--- config.mk ---
export PLATFORM = sky130hd
export DESIGN_NAME = data_mem_lsu
export DESIGN_NICKNAME = d
export VERILOG_FILES = /design/src/rtl/data_mem_lsu.sv
export SDC_FILE = /design/constraint.sdc
export NUM_CORES = 1
export LEC_CHECK = 0
export ABC_AREA = 1
export ABC_CLOCK_PERIOD_IN_PS = 3300
export BUFFER_PORTS_ARGS = -buffer_cell sky130_fd_sc_hd__clkbuf_2
export CORE_MARGIN = 2
export CORE_UTILIZATION = 47
export DETAILED_ROUTE_END_ITERATION = 12
export GPL_TIMING_DRIVEN = 0
export PLACE_DENSITY = 0.89
export REMOVE_ABC_BUFFERS = 1
export SKIP_LAST_GASP = 1
export SYNTH_ARGS = -nofsm -noshare
export SYNTH_HDL_FRONTEND = slang
export SYNTH_SLANG_ARGS = --single-unit
--- constraint.sdc ---
create_clock -name clock -period 3.3 [get_ports clock]
set_clock_uncertainty 0.2 [all_clocks]
set_input_delay 0.33 -clock clock [delete_from_list [all_inputs] [get_ports clock]]
set_output_delay 0.33 -clock clock [all_outputs]
set_load 0.01 [all_outputs]
--- src/rtl/data_mem_lsu.sv ---
// data_mem_lsu: load/store initiator for the dual-port data_mem.
// Byte accesses use 8-bit port A, word accesses use 32-bit port B. Memory-side outputs are
// registered; load responses come back in request order through an RD_LAT-deep tag pipeline.
// Optional feature macro: DATA_MEM_LSU_UNALIGNED_EN -- when defined, unaligned word loads are
// split into two word reads and merged; when undefined they are rejected with rsp_err.

module data_mem_lsu #(
  parameter int unsigned RD_LAT = 2
) (
  input  logic        clock,
  input  logic        reset_n,
  // core request
  input  logic        req_valid,
  output logic        req_ready,
  input  logic        req_we,
  input  logic        req_size,
  input  logic [15:0] req_addr,
  input  logic [31:0] req_wdata,
  // core response
  output logic        rsp_valid,
  output logic [31:0] rsp_rdata,
  output logic        rsp_err,
  // data_mem port A (byte)
  output logic [15:0] address_a,
  output logic [7:0]  data_a,
  output logic        wren_a,
  input  logic [7:0]  q_a,
  // data_mem port B (word)
  output logic [13:0] address_b,
  output logic [31:0] data_b,
  output logic        wren_b,
  input  logic [31:0] q_b
);

  // PhFirst marks the low half of a split load: it is captured, not returned.
  typedef enum logic [1:0] {
    PhNone   = 2'd0,
    PhFirst  = 2'd1,
    PhSecond = 2'd2
  } phase_e;

  typedef struct packed {
    logic       valid;
    logic       err;
    logic       size;
    logic [1:0] offset;
    phase_e     phase;
  } tag_t;

  logic        accept;

  logic [15:0] address_a_d;
  logic [7:0]  data_a_d;
  logic        wren_a_d;
  logic [13:0] address_b_d;
  logic [31:0] data_b_d;
  logic        wren_b_d;

  tag_t        issue_tag_d;
  tag_t        issue_tag_q;
  tag_t        pipe_q [RD_LAT];
  tag_t        tag_out;

`ifdef DATA_MEM_LSU_UNALIGNED_EN
  typedef enum logic {
    StIdle   = 1'b0,
    StSplit2 = 1'b1
  } state_e;

  state_e      state_d;
  state_e      state_q;
  logic [13:0] split_idx_d;
  logic [13:0] split_idx_q;
  logic [1:0]  split_off_d;
  logic [1:0]  split_off_q;
  logic [31:0] split_word_q;

  assign req_ready = reset_n && (state_q == StIdle);
`else
  assign req_ready = reset_n;
`endif

  assign accept  = req_valid && req_ready;
  assign tag_out = pipe_q[RD_LAT-1];

  // Decode the accepted request (or the pending split half) into next memory-port values.
  always_comb begin
    address_a_d = address_a;
    data_a_d    = data_a;
    wren_a_d    = 1'b0;
    address_b_d = address_b;
    data_b_d    = data_b;
    wren_b_d    = 1'b0;
    issue_tag_d = '0;
`ifdef DATA_MEM_LSU_UNALIGNED_EN
    state_d     = state_q;
    split_idx_d = split_idx_q;
    split_off_d = split_off_q;

    if (state_q == StSplit2) begin
      address_b_d        = split_idx_q;
      issue_tag_d.valid  = 1'b1;
      issue_tag_d.size   = 1'b1;
      issue_tag_d.offset = split_off_q;
      issue_tag_d.phase  = PhSecond;
      state_d            = StIdle;
    end else
`endif
    if (accept) begin
      if (!req_size) begin
        address_a_d = req_addr;
        if (req_we) begin
          wren_a_d = 1'b1;
          data_a_d = req_wdata[7:0];
        end else begin
          issue_tag_d.valid  = 1'b1;
          issue_tag_d.offset = req_addr[1:0];
        end
      end else if (req_addr[1:0] == 2'b00) begin
        address_b_d = req_addr[15:2];
        if (req_we) begin
          wren_b_d = 1'b1;
          data_b_d = req_wdata;
        end else begin
          issue_tag_d.valid = 1'b1;
          issue_tag_d.size  = 1'b1;
        end
      end else if (req_we) begin
        // Unaligned word store: no write, just an in-order error response.
        issue_tag_d.valid  = 1'b1;
        issue_tag_d.err    = 1'b1;
        issue_tag_d.size   = 1'b1;
        issue_tag_d.offset = req_addr[1:0];
      end else begin
`ifdef DATA_MEM_LSU_UNALIGNED_EN
        address_b_d        = req_addr[15:2];
        issue_tag_d.valid  = 1'b1;
        issue_tag_d.size   = 1'b1;
        issue_tag_d.offset = req_addr[1:0];
        issue_tag_d.phase  = PhFirst;
        split_idx_d        = req_addr[15:2] + 14'd1;  // wraps 0x3FFF -> 0x0000
        split_off_d        = req_addr[1:0];
        state_d            = StSplit2;
`else
        issue_tag_d.valid  = 1'b1;
        issue_tag_d.err    = 1'b1;
        issue_tag_d.size   = 1'b1;
        issue_tag_d.offset = req_addr[1:0];
`endif
      end
    end
  end

  // Register the memory-port outputs and the issue-stage tag.
  always_ff @(posedge clock or negedge reset_n) begin
    if (!reset_n) begin
      address_a   <= '0;
      data_a      <= '0;
      wren_a      <= 1'b0;
      address_b   <= '0;
      data_b      <= '0;
      wren_b      <= 1'b0;
      issue_tag_q <= '0;
    end else begin
      address_a   <= address_a_d;
      data_a      <= data_a_d;
      wren_a      <= wren_a_d;
      address_b   <= address_b_d;
      data_b      <= data_b_d;
      wren_b      <= wren_b_d;
      issue_tag_q <= issue_tag_d;
    end
  end

  // Tag shift register: the tag leaves the last stage when the memory's q_* is valid for it.
  always_ff @(posedge clock or negedge reset_n) begin
    if (!reset_n) begin
      for (int unsigned i = 0; i < RD_LAT; i++) begin
        pipe_q[i] <= '0;
      end
    end else begin
      pipe_q[0] <= issue_tag_q;
      for (int unsigned i = 1; i < RD_LAT; i++) begin
        pipe_q[i] <= pipe_q[i-1];
      end
    end
  end

`ifdef DATA_MEM_LSU_UNALIGNED_EN
  // Split FSM state and the saved second-half word index / byte offset.
  always_ff @(posedge clock or negedge reset_n) begin
    if (!reset_n) begin
      state_q     <= StIdle;
      split_idx_q <= '0;
      split_off_q <= '0;
    end else begin
      state_q     <= state_d;
      split_idx_q <= split_idx_d;
      split_off_q <= split_off_d;
    end
  end

  // Hold the first word of a split load until the second word arrives.
  always_ff @(posedge clock or negedge reset_n) begin
    if (!reset_n) begin
      split_word_q <= '0;
    end else if (tag_out.valid && (tag_out.phase == PhFirst)) begin
      split_word_q <= q_b;
    end
  end
`else
  logic unused_tag_offset;
  assign unused_tag_offset = ^tag_out.offset;
`endif

  // Build the response from the emerging tag and the memory read data.
  always_comb begin
    rsp_valid = tag_out.valid && (tag_out.phase != PhFirst);
    rsp_err   = tag_out.valid && tag_out.err;
    rsp_rdata = '0;
    if (rsp_valid && !tag_out.err) begin
      if (!tag_out.size) begin
        rsp_rdata = {24'h000000, q_a};
      end else begin
        rsp_rdata = q_b;
`ifdef DATA_MEM_LSU_UNALIGNED_EN
        if (tag_out.phase == PhSecond) begin
          // {second, first} >> 8*offset, low 32 bits.
          unique case (tag_out.offset)
            2'd1:    rsp_rdata = {q_b[7:0],  split_word_q[31:8]};
            2'd2:    rsp_rdata = {q_b[15:0], split_word_q[31:16]};
            2'd3:    rsp_rdata = {q_b[23:0], split_word_q[31:24]};
            default: rsp_rdata = q_b;
          endcase
        end
`endif
      end
    end
  end

endmodule
==> reports/qor.csv, run 1 <==
metric,value,unit
outcome,completed,
leakage,2.83,nW
Fin Setup TNS,0,ns
"Seq/Total Area, Yosys",0.579,
antenna violations before repair,0,
CTS tree,yes,
Tmin final,2.88,ns
total power,2.65,mW
Mapped Area,0.00350,mm^2
area of the multi-input gates,0.00127,mm^2
crit-path cells,dlygate4sd3_1 > clkbuf_4 > nand2_2 > inv_2 > nand3_4 > nand2_1 > nand2_1,
Buf/Inv on CP,3,
1st-iter DRT viols,139,
drt first pass iters,5,
Yosys reg bits,81,
Placer Congestion,0.725,
GR Util All Layers,0.249,
top-area cell type share of the netlist area,0.579,
CTS sink count,81,
unrepaired setup endpoints after global routing,false,
core box area,0.00725,mm^2
Setup WS pre-CTS,0.552,ns
DPL Wire Length,6.96,mm
post-cts hold buffer count,16,
wire length per cell,13.8,um
post-route cell area,0.00488,mm^2
library cells used by synthesis,17,
initial core utilization,0.483,
die width,90.3,um
worst-margin pin slew,1.20,ns
Storage cell area,0.00203,mm^2
Port Buf Inserts,199,
layout cell share with drive strength beyond 1,0.369,
largest area contributor in the netlist,dfrtp_1,
Synth-to-Final Area Change,39.4,%
Max Cap Violations,0,
Post-DP Area,0.00448,mm^2
Post-route DRC,0,
setup ws final,0.421,ns
Worst setup SP type,primary input,
crit-path max cell delay,0.53,ns
vias in the first global route,3350,
clock buffer depth,2,
largest cells by area after synthesis,"dfrtp_1 58%, nand2_1 22%, nand4_1 5.7%, nor2_1 2.7%, nand3_1 2.0%",
CTS resizes,0,
Setup CP Type,in -> reg,
most numerous cell in the Yosys netlist,nand2_1,
routed vias/inst,4.98,
FILL cells,581,
VDD IR-drop max,0.000347,V
Worst-Skew Late Latency,0.34,ns
IO Pins,200,
die area,0.00816,mm^2
Worst EP arrival,2.91,ns
synth cell count leaders,"209 x nand2_1, 81 x dfrtp_1, 32 x nand4_1, 25 x nor2_1, 14 x nand3_1",
"Largest delay share family, worst path",buffers and inverters,
"Remaining Overflow, GRT",0,
final setup fails,0,
CP endpoint kind,flip-flop,
Critical Path Most Common Cell,nand2_1,
Slew Limit Fails,0,
Hold Crit Class,in -> reg,
Vias,3581,
first-pass GRT wire length,16.5,mm
site row count,31,
number of synthesized flops with an enable pin,0,
root buf cell,clkbuf_8,
Ys Warns,0,
WP data required,3.33,ns
"Slowest-stage cell, CP",dlygate4sd3_1,
Worst-path clk slew,0.09,ns
Antenna Nets Post-Route,0,
die height,90.3,um
largest net degree at the start of global routing,52,
overall routed net length,9.94,mm
Final Hold Viols,0,
final net count,708,
max_slew headroom,0.200,
"Top FF cell, synth",dfrtp_1,
post-CTS setup buffers,0,
H-tree depth,3,
Async SR Flop Fraction,1.00,
final period utilization,0.873,
fmax,347,MHz
total CTS buffers,9,
power density over the cells,542,mW/mm^2
Antenna diodes,0,
largest fanout on the critical path,41,
Syn Area/Cell,8.48,um^2
post-synthesis cell count,413,
[cells in the final DEF (no fill, tap or decap), types with 2 or more instances in the layout]
| cell type | instances |
|---|---|
| nand2_1 | 209 |
| clkbuf_2 | 198 |
| dfrtp_1 | 81 |
| nand4_1 | 32 |
| nor2_1 | 25 |
| dlygate4sd3_1 | 17 |
| nand3_1 | 14 |
| clkbuf_8 | 10 |
| a21oi_1 | 9 |
| inv_2 | 6 |
| nor2_4 | 4 |
| inv_1 | 3 |
| nand2_2 | 2 |
| clkinv_4 | 2 |
| bufinv_16 | 2 |
[report_power, final]
part | total, mW | internal, mW | switching [mW]
sequential | 1.25 | 1.15 | 0.0980
clock | 0.834 | 0.458 | 0.377
combinational | 0.560 | 0.231 | 0.329
total | 2.65 | 1.84 | 0.803
[through the flow]
stage          utilization  instances  hold WS [ns]
2_1_floorplan            -        387        -0.166
3_3_place_gp         0.614        685         0.131
3_5_place_dp         0.617        686         0.135
4_1_cts              0.672        718      0.000141
5_1_grt              0.673        719       0.00604
6_report             0.673        719        0.0156
[path summary, 6_finish.rpt]
path,from,endpoint,slack (ns),cells after the start
max in group asynchronous,reset_n,address_a[2],1.93,3
worst max register to register,data_b[10],data_b[10],2.43,2
min in group asynchronous,reset_n,data_b[15],0.36,2
worst max-delay path,reset_n,data_b[10],0.42,7
worst min-delay path,req_wdata[16],data_b[16],0.02,3
worst min register to register,pipe_q[11],pipe_q[4],0.15,0
[sequential cells by signal, summed over array words and instances, names as in the netlist]
name,flops
address_b,14
data_a,8
address_a,16
data_b,32
wren_b,1
pipe_q,6
wren_a,1
issue_tag_q,3
[cell type report]
| type | count | share of cell area |
|---|---|---|
| clock buffer | 10 | 0.0282 |
| clock inverter | 6 | 0.0200 |
| inverter | 9 | 0.00692 |
| multi-input combinational | 297 | 0.261 |
| sequential | 81 | 0.415 |
| tap | 99 | 0.0254 |
| timing repair buffer | 217 | 0.243 |
[cells by family (layout without fill, tap and decap cells)]
group           Yosys count  count (layout)  share of synthesized area
compound gates           10              10                     0.0146
simple gates            287             287                      0.349
flops                    81              81                      0.579
buf+inv                  35             242                     0.0575
[per-layer routing]
metal,up-vias,track usage,routed length (um)
met5,-,0,0
met4,0,0.0705,160
met3,13,0.0751,874
met2,177,0.431,5050
met1,1674,0.303,3860
li1,1717,-,-
[worst min-delay path, cell delays in order]
cell and delay [ns]:
clkbuf_2 0.08, nand4_1 0.07, nand2_1 0.05
(Power assumes the default switching activity.)
==> inputs of run 2 (changes only) <==
- ABC_AREA: 1 -> 0
- CORE_UTILIZATION: 47 -> 46
- PLACE_DENSITY: 0.89 -> 0.88
==> run 2 against run 1 <==
Net effect:
- sequential power about the same
- count of clock-buffer cells in the layout up 1
- via count down 30%
- combinational power up 4.1%
- utilization up 0.52 points
- first-iteration DRC count down 33%
- sequential share of layout area up 2.0 points
- clock power down 1%
- largest cell class unchanged
- largest power group unchanged
==> reports/qor.csv, run 2 <==
metric,value,unit
placed cell count,505,
worst flop-to-flop path startpoint,address_a[12],
"Largest delay share family, worst path",simple AND/OR/NAND/NOR gates,
first-pass GRT wire length,11.8,mm
post-synthesis cell count,220,
site row count,30,
worst-margin pin slew,0.943,ns
Worst-path clk slew,0.09,ns
routed vias/inst,4.74,
Syn Area/Cell,15.1,um^2
unrepaired setup endpoints after global routing,false,
antenna violations before repair,0,
most numerous cell in the Yosys netlist,dfrtp_1,
max reg flops,32,
post-CTS setup buffers,0,
die height,88.9,um
Antenna Nets Post-Route,0,
Setup CP Type,reg -> out,
"Seq/Total Area, Yosys",0.611,
core box area,0.00687,mm^2
Worst EP arrival,2.15,ns
wire length per cell,15.9,um
max_slew headroom,0.369,
Placer Congestion,0.898,
top-area cell type share of the netlist area,0.611,
"Top FF cell, synth",dfrtp_1,
hold_ws,0.0221,ns
H-tree depth,3,
Hold Crit Class,in -> reg,
clock buffer depth,2,
largest cells by area after synthesis,"dfrtp_1 61%, mux2_2 19%, and2_1 4.7%, mux2_4 4.5%, mux2i_1 2.4%",
R2R Setup Slk,2.28,ns
layout cell share with drive strength beyond 1,0.665,
Mapped Area,0.00332,mm^2
Worst Hold Endpoint,data_b[18],
"Remaining Overflow, GRT",0,
outcome,completed,
Final Hold Viols,0,
Fin Setup TNS,0,ns
Worst-Skew Late Latency,0.33,ns
Max Cap Violations,0,
Tmin final,2.68,ns
CTS sink count,81,
Worst setup SP type,flip-flop,
overall routed net length,8.36,mm
Reg with most FFs,data_b,
CP endpoint kind,primary output,
vias in the first global route,2467,
setup ws final,0.616,ns
leakage,2.56,nW
Yosys reg bits,81,
CTS resizes,0,
Final Core Density,0.679,
number of synthesized flops with an enable pin,0,
Finished Layout Cells,526,
IO Pins,200,
final setup fails,0,
GR Util All Layers,0.205,
library cells used by synthesis,23,
most frequent cells in the layout,"198 x clkbuf_2, 81 x dfrtp_1, 55 x mux2_2",
crit-path max cell delay,0.78,ns
largest registers,"data_b: 32 flops, address_a: 16 flops, address_b: 14 flops",
Vias,2493,
largest area contributor in the netlist,dfrtp_1,
worst r2r path cells,1,
VDD IR-drop max,0.000351,V
post-cts hold buffer count,5,
largest fanout on the critical path,24,
CTS tree,yes,
final period utilization,0.813,
Buf/Inv on CP,1,
root buf cell,clkbuf_8,
Setup WS pre-CTS,0.906,ns
Ys Warns,0,
final net count,518,
Port Buf Inserts,199,
Hold Path Origin,req_wdata[18],
WP data required,2.77,ns
endpoint of the lowest-slack register-to-register path,address_a[12],
"Slowest-stage cell, CP",nor2_1,
largest net degree at the start of global routing,50,
1st-iter DRT viols,93,
power density over the cells,574,mW/mm^2
Async SR Flop Fraction,1.00,
Antenna diodes,0,
synth cell count leaders,"81 x dfrtp_1, 55 x mux2_2, 25 x and2_1, 10 x mux2_4, 10 x nor2_1",
die area,0.00790,mm^2
fmax,373,MHz
initial core utilization,0.483,
Hold Crit Depth,2,
DPL Wire Length,6.43,mm
Slew Limit Fails,0,
die width,88.9,um
total CTS buffers,9,
"commonest non-fill, non-tap cell in the layout",clkbuf_2,
Synth-to-Final Area Change,40.6,%
drt first pass iters,4,
Post-route DRC,0,
crit-path cells,nand2b_1 > nor2_1 > and2_1 > clkbuf_2,
[run 2: cell types whose count changed after synthesis, sizes merged, moves of 6 or more]
cell,before,now
buf,25,9
mux2i,0,8
and2,0,25
inv,9,3
nor2,29,11
nand4,32,0
a21oi,9,2
mux2,0,70
nand3,15,2
nand2,211,2
[run 2: per-layer routing]
| metal | track usage | share of wire |
|---|---|---|
| met1 | 0.215 | 0.35 |
| met2 | 0.374 | 0.54 |
| met3 | 0.0628 | 0.095 |
| met4 | 0.0950 | 0.016 |
| met5 | 0 | 0 |
[run 2: where the power goes]
part	internal [mW]	total [mW]	switching, mW
Clock	0.473	0.824	0.351
Sequential	1.17	1.27	0.0961
Combinational	0.312	0.583	0.271
[run 2: cell families (layout without fill, tap and decap cells)]
family | Yosys count | in the layout | synth area share
flip-flops | 81 | 81 | 0.611
multiplexers | 78 | 78 | 0.273
AND/OR/NAND/NOR | 44 | 44 | 0.0808
buffers and inverters | 14 | 224 | 0.0302
AO/OA/AOI/OAI | 3 | 3 | 0.00453
[run 2: worst max-delay path by stage]
stage / from / end / cells after the start
6_report: pipe_q[5] / rsp_rdata[23] / 4
3_5_place_dp: reset_n / data_b[2] / 4
4_1_cts: pipe_q[5] / rsp_rdata[19] / 4
5_1_grt: pipe_q[4] / rsp_rdata[17] / 4
3_3_place_gp: reset_n / data_b[28] / 4
2_1_floorplan: pipe_q[4] / rsp_rdata[10] / 3
[run 2: cell type report]
type,instances,area (um^2)
Clock buffer,11,151
Clock inverter,5,86.3
Fill cell,513,2210
Inverter,3,11.3
Multi-Input combinational cell,125,1190
Sequential cell,81,2030
Tap cell,96,120
Timing Repair Buffer,205,1080
[run 2: metrics by stage]
| stage | total power, mW | area (um^2) |
|---|---|---|
| after floorplan | 1.55 | 3230 |
| after global placement | 1.83 | 4340 |
| after detailed placement | 1.87 | 4370 |
| after CTS | 2.70 | 4660 |
| after global routing | 2.82 | 4660 |
| final | 2.67 | 4660 |
